**src/rtl/multicycle_control_unit.sv**
```systemverilog
// Multicycle control unit: sequences IDLE/DECODE/EXECUTE/MEM/WB for a small
// MIPS-like subset and emits the per-cycle datapath control strobes.
module multicycle_control_unit #(
  parameter int INSTR_W      = 32,
  parameter int OPC_W        = 6,
  parameter int FUNCT_W      = 6,
  parameter int ALU_OP_W     = 4,
  parameter int MEM_WAIT_MAX = 15
) (
  input  logic                clk,
  input  logic                rst_n,
  input  logic                instr_valid,
  input  logic [INSTR_W-1:0]  Instruction_Code,
  output logic                instr_ready,
  input  logic                mem_ready,
  output logic [ALU_OP_W-1:0] ALU_op,
  output logic                imm_signal,
  output logic                alu_en,
  output logic                Reg_Write,
  output logic                mem_read,
  output logic                mem_write,
  output logic                branch,
  output logic                done,
  output logic                illegal_instr,
  output logic                mem_error
);

  localparam int CNT_W = (MEM_WAIT_MAX < 2) ? 1 : $clog2(MEM_WAIT_MAX + 1);

  localparam logic [OPC_W-1:0] OPC_RTYPE = '0;
  localparam logic [OPC_W-1:0] OPC_ADDI  = OPC_W'(6'b111111);
  localparam logic [OPC_W-1:0] OPC_LW    = OPC_W'(6'b100011);
  localparam logic [OPC_W-1:0] OPC_SW    = OPC_W'(6'b101011);
  localparam logic [OPC_W-1:0] OPC_BEQ   = OPC_W'(6'b000100);

  localparam logic [FUNCT_W-1:0] FN_ADD = FUNCT_W'(6'b100000);
  localparam logic [FUNCT_W-1:0] FN_SUB = FUNCT_W'(6'b100010);
  localparam logic [FUNCT_W-1:0] FN_AND = FUNCT_W'(6'b100100);
  localparam logic [FUNCT_W-1:0] FN_OR  = FUNCT_W'(6'b100101);
  localparam logic [FUNCT_W-1:0] FN_SLL = FUNCT_W'(6'b000000);
  localparam logic [FUNCT_W-1:0] FN_SRL = FUNCT_W'(6'b000010);

  typedef enum logic [2:0] {
    S_IDLE,
    S_DECODE,
    S_EXECUTE,
    S_MEM,
    S_WB
  } state_t;

  typedef enum logic [2:0] {
    C_RTYPE,
    C_ADDI,
    C_LW,
    C_SW,
    C_BEQ
  } iclass_t;

  state_t               state_q, state_d;
  iclass_t              cls_q, cls_d;
  logic [OPC_W-1:0]     opc_q, opc_d;
  logic [FUNCT_W-1:0]   funct_q, funct_d;
  logic [3:0]           alu_op_q, alu_op_d;
  logic                 imm_q, imm_d;
  logic [CNT_W-1:0]     wait_q, wait_d;

  logic                 dec_valid;
  logic [3:0]           dec_op;
  logic                 dec_imm;
  iclass_t              dec_cls;
  logic                 mem_timeout;
  logic                 instr_unused;

  // Only the opcode and funct fields steer control; the operand fields are
  // consumed by the datapath, so they are not latched here.
  assign instr_unused = ^Instruction_Code;

  always_comb begin
    dec_valid = 1'b1;
    dec_op    = 4'b0000;
    dec_imm   = 1'b0;
    dec_cls   = C_RTYPE;
    case (opc_q)
      OPC_RTYPE: begin
        dec_cls = C_RTYPE;
        case (funct_q)
          FN_ADD:  dec_op = 4'b0010;
          FN_SUB:  dec_op = 4'b0110;
          FN_AND:  dec_op = 4'b0000;
          FN_OR:   dec_op = 4'b0001;
          FN_SLL:  dec_op = 4'b1110;
          FN_SRL:  dec_op = 4'b1100;
          default: dec_valid = 1'b0;
        endcase
      end
      OPC_ADDI: begin
        dec_cls = C_ADDI;
        dec_op  = 4'b0010;
        dec_imm = 1'b1;
      end
      OPC_LW: begin
        dec_cls = C_LW;
        dec_op  = 4'b0010;
        dec_imm = 1'b1;
      end
      OPC_SW: begin
        dec_cls = C_SW;
        dec_op  = 4'b0010;
        dec_imm = 1'b1;
      end
      OPC_BEQ: begin
        dec_cls = C_BEQ;
        dec_op  = 4'b0110;
      end
      default: dec_valid = 1'b0;
    endcase
  end

  // The wait counter equals the number of MEM cycles already spent waiting.
  assign mem_timeout = (wait_q == CNT_W'(MEM_WAIT_MAX));

  always_comb begin
    state_d       = state_q;
    cls_d         = cls_q;
    opc_d         = opc_q;
    funct_d       = funct_q;
    alu_op_d      = alu_op_q;
    imm_d         = imm_q;
    wait_d        = wait_q;
    instr_ready   = 1'b0;
    alu_en        = 1'b0;
    Reg_Write     = 1'b0;
    mem_read      = 1'b0;
    mem_write     = 1'b0;
    branch        = 1'b0;
    done          = 1'b0;
    illegal_instr = 1'b0;
    mem_error     = 1'b0;

    case (state_q)
      S_IDLE: begin
        instr_ready = 1'b1;
        if (instr_valid) begin
          opc_d   = Instruction_Code[INSTR_W-1 -: OPC_W];
          funct_d = Instruction_Code[FUNCT_W-1:0];
          state_d = S_DECODE;
        end
      end
      S_DECODE: begin
        if (dec_valid) begin
          alu_op_d = dec_op;
          imm_d    = dec_imm;
          cls_d    = dec_cls;
          state_d  = S_EXECUTE;
        end else begin
          illegal_instr = 1'b1;
          state_d       = S_IDLE;
        end
      end
      S_EXECUTE: begin
        alu_en = 1'b1;
        wait_d = '0;
        case (cls_q)
          C_LW, C_SW: state_d = S_MEM;
          C_BEQ: begin
            branch  = 1'b1;
            done    = 1'b1;
            state_d = S_IDLE;
          end
          default: state_d = S_WB;
        endcase
      end
      S_MEM: begin
        if (mem_timeout) begin
          mem_error = 1'b1;
          wait_d    = '0;
          state_d   = S_IDLE;
        end else begin
          mem_read  = (cls_q == C_LW);
          mem_write = (cls_q == C_SW);
          if (mem_ready) begin
            wait_d = '0;
            if (cls_q == C_LW) begin
              state_d = S_WB;
            end else begin
              done    = 1'b1;
              state_d = S_IDLE;
            end
          end else begin
            wait_d = wait_q + CNT_W'(1);
          end
        end
      end
      S_WB: begin
        Reg_Write = 1'b1;
        done      = 1'b1;
        state_d   = S_IDLE;
      end
      default: state_d = S_IDLE;
    endcase
  end

  always_ff @(posedge clk) begin
    if (!rst_n) begin
      state_q  <= S_IDLE;
      cls_q    <= C_RTYPE;
      opc_q    <= '0;
      funct_q  <= '0;
      alu_op_q <= 4'b0000;
      imm_q    <= 1'b0;
      wait_q   <= '0;
    end else begin
      state_q  <= state_d;
      cls_q    <= cls_d;
      opc_q    <= opc_d;
      funct_q  <= funct_d;
      alu_op_q <= alu_op_d;
      imm_q    <= imm_d;
      wait_q   <= wait_d;
    end
  end

  assign ALU_op     = ALU_OP_W'(alu_op_q);
  assign imm_signal = imm_q;

endmodule

```
**config.mk**
```make
export PLATFORM = sky130hd
export DESIGN_NAME = multicycle_control_unit
export DESIGN_NICKNAME = d
export VERILOG_FILES = /design/src/rtl/multicycle_control_unit.sv
export SDC_FILE = /design/constraint.sdc
export NUM_CORES = 1
export LEC_CHECK = 0
export ABC_AREA = 1
export CAP_MARGIN = 20
export CORE_MARGIN = 2
export CORE_UTILIZATION = 25
export CTS_BUF_LIST = sky130_fd_sc_hd__clkbuf_4
export DETAILED_ROUTE_END_ITERATION = 7
export PLACE_DENSITY = 0.55
export SYNTH_ARGS = -nofsm -noshare
export SYNTH_HDL_FRONTEND = slang
export SYNTH_SLANG_ARGS = --single-unit
```
**constraint.sdc**
```tcl
create_clock -name clk -period 2.3 [get_ports clk]
set_clock_uncertainty 0.1 [all_clocks]
set_input_delay 0.23 -clock clk [delete_from_list [all_inputs] [get_ports clk]]
set_output_delay 0.23 -clock clk [all_outputs]
set_load 0.03 [all_outputs]
```
==> results of run 1 <==
## layer usage
metal / wire length (um) / up-vias / GRT usage
met2: 1250 / 28 / 0.158
met4: 32 / 0 / 0.0414
met5: 0 / - / 0
met1: 1690 / 572 / 0.150
li1: - / 713 / -
met3: 115 / 2 / 0.00905
## where the power goes
group	internal (W)	total [W]	switching, W
clock	0.0000652	0.000209	0.000144
sequential	0.000509	0.000540	0.0000318
combinational	0.000128	0.000336	0.000208
## critical path, stage by stage, from the launching register on
cell and delay, ps:
dfxtp_1 480, nand2_4 140, nor2_1 210, clkdlybuf4s50_1 710
## through the flow
stage / total power [W] / instances / hold WS (ps) / utilization / cell area (um^2)
floorplan: 0.000794 / 203 / 295 / - / 1430
global placement: 0.000889 / 301 / 365 / 0.325 / 1790
detailed placement: 0.000892 / 301 / 370 / 0.325 / 1790
CTS: 0.00110 / 305 / 362 / 0.329 / 1810
global route: 0.00116 / 305 / 366 / 0.329 / 1810
finish: 0.00109 / 305 / 379 / 0.329 / 1810
## cells by family after synthesis
logic type,count (synthesis),synth area share
buf+inv,32,0.0954
fa+ha+maj,1,0.00875
compound gates,34,0.131
flops,27,0.378
simple gates,108,0.381
xor+xnor,1,0.00613
## how the worst max path moves through the flow
stage | end | slack, ps | depth (start not counted) | start
final | alu_en | 110 | 3 | state_q[1]$_SDFFE_PN0P_
after global routing | alu_en | 10 | 3 | state_q[1]$_SDFFE_PN0P_
after CTS | mem_read | 5 | 5 | state_q[1]$_SDFFE_PN0P_
after detailed placement | done | 180 | 4 | mem_ready
after global placement | done | 180 | 4 | mem_ready
after floorplan | illegal_instr | 170 | 9 | opc_q[2]$_SDFFE_PN0P_
## area by class of cell
class | instances | area, um^2 | share of cell area
inverters | 27 | 101 | 0.0559
flip-flops and latches | 27 | 541 | 0.298
repair buffers | 31 | 302 | 0.166
clock inverters | 1 | 5.00 | 0.00276
multi-input cells | 144 | 753 | 0.415
well taps | 72 | 90.1 | 0.0497
clock buffers | 3 | 22.5 | 0.0124
## sequential cells by signal, indices dropped and copies added, names as in the netlist
register,cells
ALU_op,4
wait_q,4
funct_q,6
state_q,3
opc_q,6
imm_signal,1
cls_q,3
## cells in the final DEF (no fill, tap or decap), drive strengths merged
cell,count
nand3,21
nand2,37
clkdlybuf4s50,23
nor3b,1
inv,27
dlygate4sd2,3
a22oi,1
a21oi,20
a31oi,1
dfxtp,27
nor4,2
o211ai,1
buf,2
nor3,5
xor2,1
clkinv,1
nand4,2
o31ai,1
ha,1
o21ai,10
clkbuf,4
nor2,39
or2,1
dlymetal6s2s,2
==> flow_summary.json, run 1 <==
{
  "clk_pin_slew_ps": 140,
  "dieArea_mm2": 0.00634,
  "grt_usage": 0.104,
  "vdd_ir_drop_max_uv": 193,
  "setup_violations": 0,
  "dp_hpwl_um": 2410,
  "io_pins": 50,
  "drt-initial-drc-count": 69,
  "tightest_slew_ps": 569,
  "floorplan.die.width_um": 79.6,
  "pre_cts_slack_ps": 181,
  "synth_seq_cells": 27,
  "rrSetupSlack_ps": 550,
  "synth_common_cells": "nand2_1 (33), nor2_1 (32), dfxtp_1 (27)",
  "cts_tree": "done",
  "rsz0062_at_grt": "false",
  "status": "completed",
  "grt_max_degree": 21,
  "clk-insertion-delay-late_ps": 330,
  "worst_r2r_path_depth": 6,
  "avgSynthCellArea_um2": 7.04,
  "grt_pass1_vias": 1199,
  "via_count": 1315,
  "yosysTopAreaCellShare": 0.378,
  "critPathLaunchType": "flop",
  "syn_to_final_growth_pct": 26.9,
  "synthFlopType": "dfxtp_1",
  "syn_nets": 240,
  "final-hold-violation-count": 0,
  "die_h_um": 79.6,
  "initial_core_util": 0.260,
  "worst_slack_ps": 112,
  "end_kind": "output pin",
  "grt_pass1_wl_um": 5350,
  "wirelength_um": 3080,
  "synth_area_mm2": 0.00143,
  "cts_buffer_depth": 2,
  "p_per_area_mw_per_mm2": 599,
  "synth_edf_count": 0,
  "fin_crit_ps": 2190,
  "drt-pass1-iter-count": 5,
  "cp_max_fo": 10,
  "worstHoldStart": "Instruction_Code[31]",
  "critical_path_class": "flop to output pin",
  "final_nets": 271,
  "cts_sinks": 27,
  "grt-ovfl-total": 0,
  "synth_cell_types": 32,
  "arrival_ps": 1860,
  "cts_hold_buf": 0,
  "crit-reg2reg-launch": "state_q[1]$_SDFFE_PN0P_",
  "maxSlewViolCount": 0,
  "io_buffers": 29,
  "via_per_inst": 4.31,
  "wl_per_cell_um": 10.1,
  "yosys_warnings": 0,
  "nFillCells": 622,
  "synth.most_common_cell": "nand2_1",
  "gp_congestion": 0.789,
  "drcViolationCount": 0,
  "antenna_left": 0,
  "layout-drive-gt1-share": 0.120,
  "htreeDepth": 1,
  "min_path_type": "input pin to flop",
  "cts_setup_buffers": 0,
  "cts-buffers-inserted": 3,
  "synth-seq-area-share": 0.378,
  "p_leak_nw": 0.802,
  "synth_top_cells_by_area": "dfxtp_1 (38%), nand2_1 (8.7%), nor2_1 (8.4%)",
  "core_mm2": 0.00551,
  "cts_resized": 4,
  "antenna_found_initial": 0,
  "clockRootBuffer": "clkbuf_4",
  "timing.final.crit_share": 0.951,
  "fin_setup_tns_ps": 0,
  "hold-path-cell-count": 3,
  "crit_required_ps": 1970,
  "r2r-end": "opc_q[4]$_SDFFE_PN0P_",
  "max-cap-violations": 0,
  "std_cell_rows": 27,
  "synthCells": 203,
  "diodes": 0,
  "slew_headroom": 0.619,
  "synthArstFlopShare": 0,
  "fmax_mhz": 457,
  "min_to": "opc_q[5]$_SDFFE_PN0P_",
  "yosysTopAreaCell": "dfxtp_1"
}
(Power assumes the default switching activity.)
==> run 2: changes to the inputs <==
--- a/config.mk
+++ b/config.mk
@@ -8,10 +8,10 @@
 export ABC_AREA = 1
 export CAP_MARGIN = 20
 export CORE_MARGIN = 2
-export CORE_UTILIZATION = 25
+export CORE_UTILIZATION = 35
 export CTS_BUF_LIST = sky130_fd_sc_hd__clkbuf_4
 export DETAILED_ROUTE_END_ITERATION = 7
-export PLACE_DENSITY = 0.55
+export PLACE_DENSITY = 0.71
 export SYNTH_ARGS = -nofsm -noshare
 export SYNTH_HDL_FRONTEND = slang
 export SYNTH_SLANG_ARGS = --single-unit
==> run 2 against run 1 <==
Non-clock buffer count rose by 1; via count increased by 0.23%; die area is 27% lower; routed wire length down 4.8%; flip-flop and latch count unchanged; sequential power is essentially flat; design area is 0.69% lower; clock power hardly changed; largest cell class unchanged.
==> flow_summary.json, run 2 (synthesis results as in run 1) <==
{
  "status": "completed",
  "setup_violations": 0,
  "grt_usage": 0.132,
  "final_nets": 272,
  "antenna_found_initial": 0,
  "dp.cells": 280,
  "syn_to_final_growth_pct": 26.0,
  "wirelength_um": 2930,
  "clk-insertion-delay-late_ps": 330,
  "drt-initial-drc-count": 44,
  "initial_core_util": 0.360,
  "core_mm2": 0.00397,
  "via_count": 1318,
  "final-hold-violation-count": 0,
  "tightest_slew_ps": 545,
  "antenna_left": 0,
  "critPathLaunchType": "flop",
  "fin_setup_tns_ps": 0,
  "cts_sinks": 27,
  "grt_pass1_vias": 1122,
  "stdcell_count": 284,
  "final_common_cell": "nand2_1",
  "arrival_ps": 1860,
  "p_leak_nw": 0.824,
  "cp-startpoint": "state_q[1]$_SDFFE_PN0P_",
  "cp_num_buf_inv": 1,
  "maxSlewViolCount": 0,
  "layout-drive-gt1-share": 0.120,
  "critical_path_class": "flop to output pin",
  "grt_max_degree": 21,
  "cp_max_fo": 10,
  "max-cap-violations": 0,
  "io_buffers": 29,
  "final_cell_mix": "nand2_1 (33), nor2_1 (32), dfxtp_1 (27)",
  "std_cell_rows": 23,
  "via_per_inst": 4.64,
  "crit_slowest_cell": "clkdlybuf4s50_1",
  "htreeDepth": 1,
  "final_util": 0.454,
  "die_h_um": 67.9,
  "p_per_area_mw_per_mm2": 602,
  "vdd_ir_drop_max_uv": 187,
  "clockRootBuffer": "clkbuf_4",
  "clk_pin_slew_ps": 160,
  "drcViolationCount": 0,
  "grt-ovfl-total": 0,
  "io_pins": 50,
  "rsz0062_at_grt": "false",
  "slew_headroom": 0.636,
  "cts_setup_buffers": 0,
  "fmax_mhz": 457,
  "dieArea_mm2": 0.00461,
  "crit-reg2reg-launch": "state_q[1]$_SDFFE_PN0P_",
  "min_path_type": "input pin to flop",
  "floorplan.die.width_um": 67.9,
  "timing.final.crit_share": 0.952,
  "gp_congestion": 0.778,
  "fin_crit_ps": 2190,
  "slowest_delay_ps": 710,
  "crit_required_ps": 1970,
  "dp_hpwl_um": 2290,
  "cts-buffers-inserted": 3,
  "nFillCells": 416,
  "drt-pass1-iter-count": 4,
  "grt_pass1_wl_um": 4820,
  "cp_top_family": "buffers and inverters",
  "cts_buffer_depth": 2,
  "worstHoldStart": "Instruction_Code[2]",
  "cts_tree": "done",
  "diodes": 0,
  "end_kind": "output pin",
  "top_regs": "funct_q: 6 flops, opc_q: 6 flops",
  "path_cells": "nand2_4 > nor2_1 > clkdlybuf4s50_1",
  "wl_per_cell_um": 10.3
}
## run 2: layer usage
metal  share of wire  vias to the layer above  track usage
met5               0                        -            0
met4          0.0092                        0       0.0450
met3           0.032                        2      0.00987
met2            0.44                       25        0.198
met1            0.51                      571        0.197
li1                -                      720            -
## run 2: worst reg2reg max path, stage by stage (launching register included)
cell and delay, ps:
dfxtp_1 400, nor2_1 110, inv_1 80, nor2_4 180
nand2_1 370, o21ai_0 310, a21oi_1 60
## run 2: repair_timing
item                       4_1_cts  5_1_grt
gates resized for setup          3        3
setup endpoints to repair        3        3
hold buffers                     0        0
## run 2: final cells by class
class / instances / area (um^2) / share of cell area
multi-input combinational: 144 / 753 / 0.418
sequential: 27 / 541 / 0.300
timing repair buffer: 32 / 317 / 0.176
inverter: 27 / 101 / 0.0562
tap: 50 / 62.6 / 0.0347
clock buffer: 3 / 22.5 / 0.0125
clock inverter: 1 / 5.00 / 0.00278
## run 2: final timing paths
path / end / slack (ps) / cells past startpoint
setup / recovery: alu_en / 110 / 3
hold / removal: funct_q[2]$_SDFFE_PN0P_ / 370 / 3
setup reg to reg: opc_q[4]$_SDFFE_PN0P_ / 590 / 6
hold reg to reg: opc_q[1]$_SDFFE_PN0P_ / 390 / 2
## run 2: power by group
part	internal (W)	leakage, nW	total, W	switching, W
registers	0.000509	0.221	0.000540	0.0000319
logic	0.000130	0.585	0.000335	0.000205
clock network	0.0000652	0.0177	0.000209	0.000144
total	0.000704	0.824	0.00108	0.000381
## run 2: through the flow
| stage | instance area (um^2) | worst slack (ps) | hold WS, ps | total power [W] |
|---|---|---|---|---|
| 4_1_cts | 1790 | 5.73 | 366 | 0.00109 |
| 3_5_place_dp | 1770 | 188 | 368 | 0.000890 |
| 2_1_floorplan | 1430 | 171 | 295 | 0.000794 |
| 6_report | 1800 | 111 | 369 | 0.00108 |
| 5_1_grt | 1800 | 24.7 | 398 | 0.00115 |
| 3_3_place_gp | 1770 | 187 | 358 | 0.000884 |
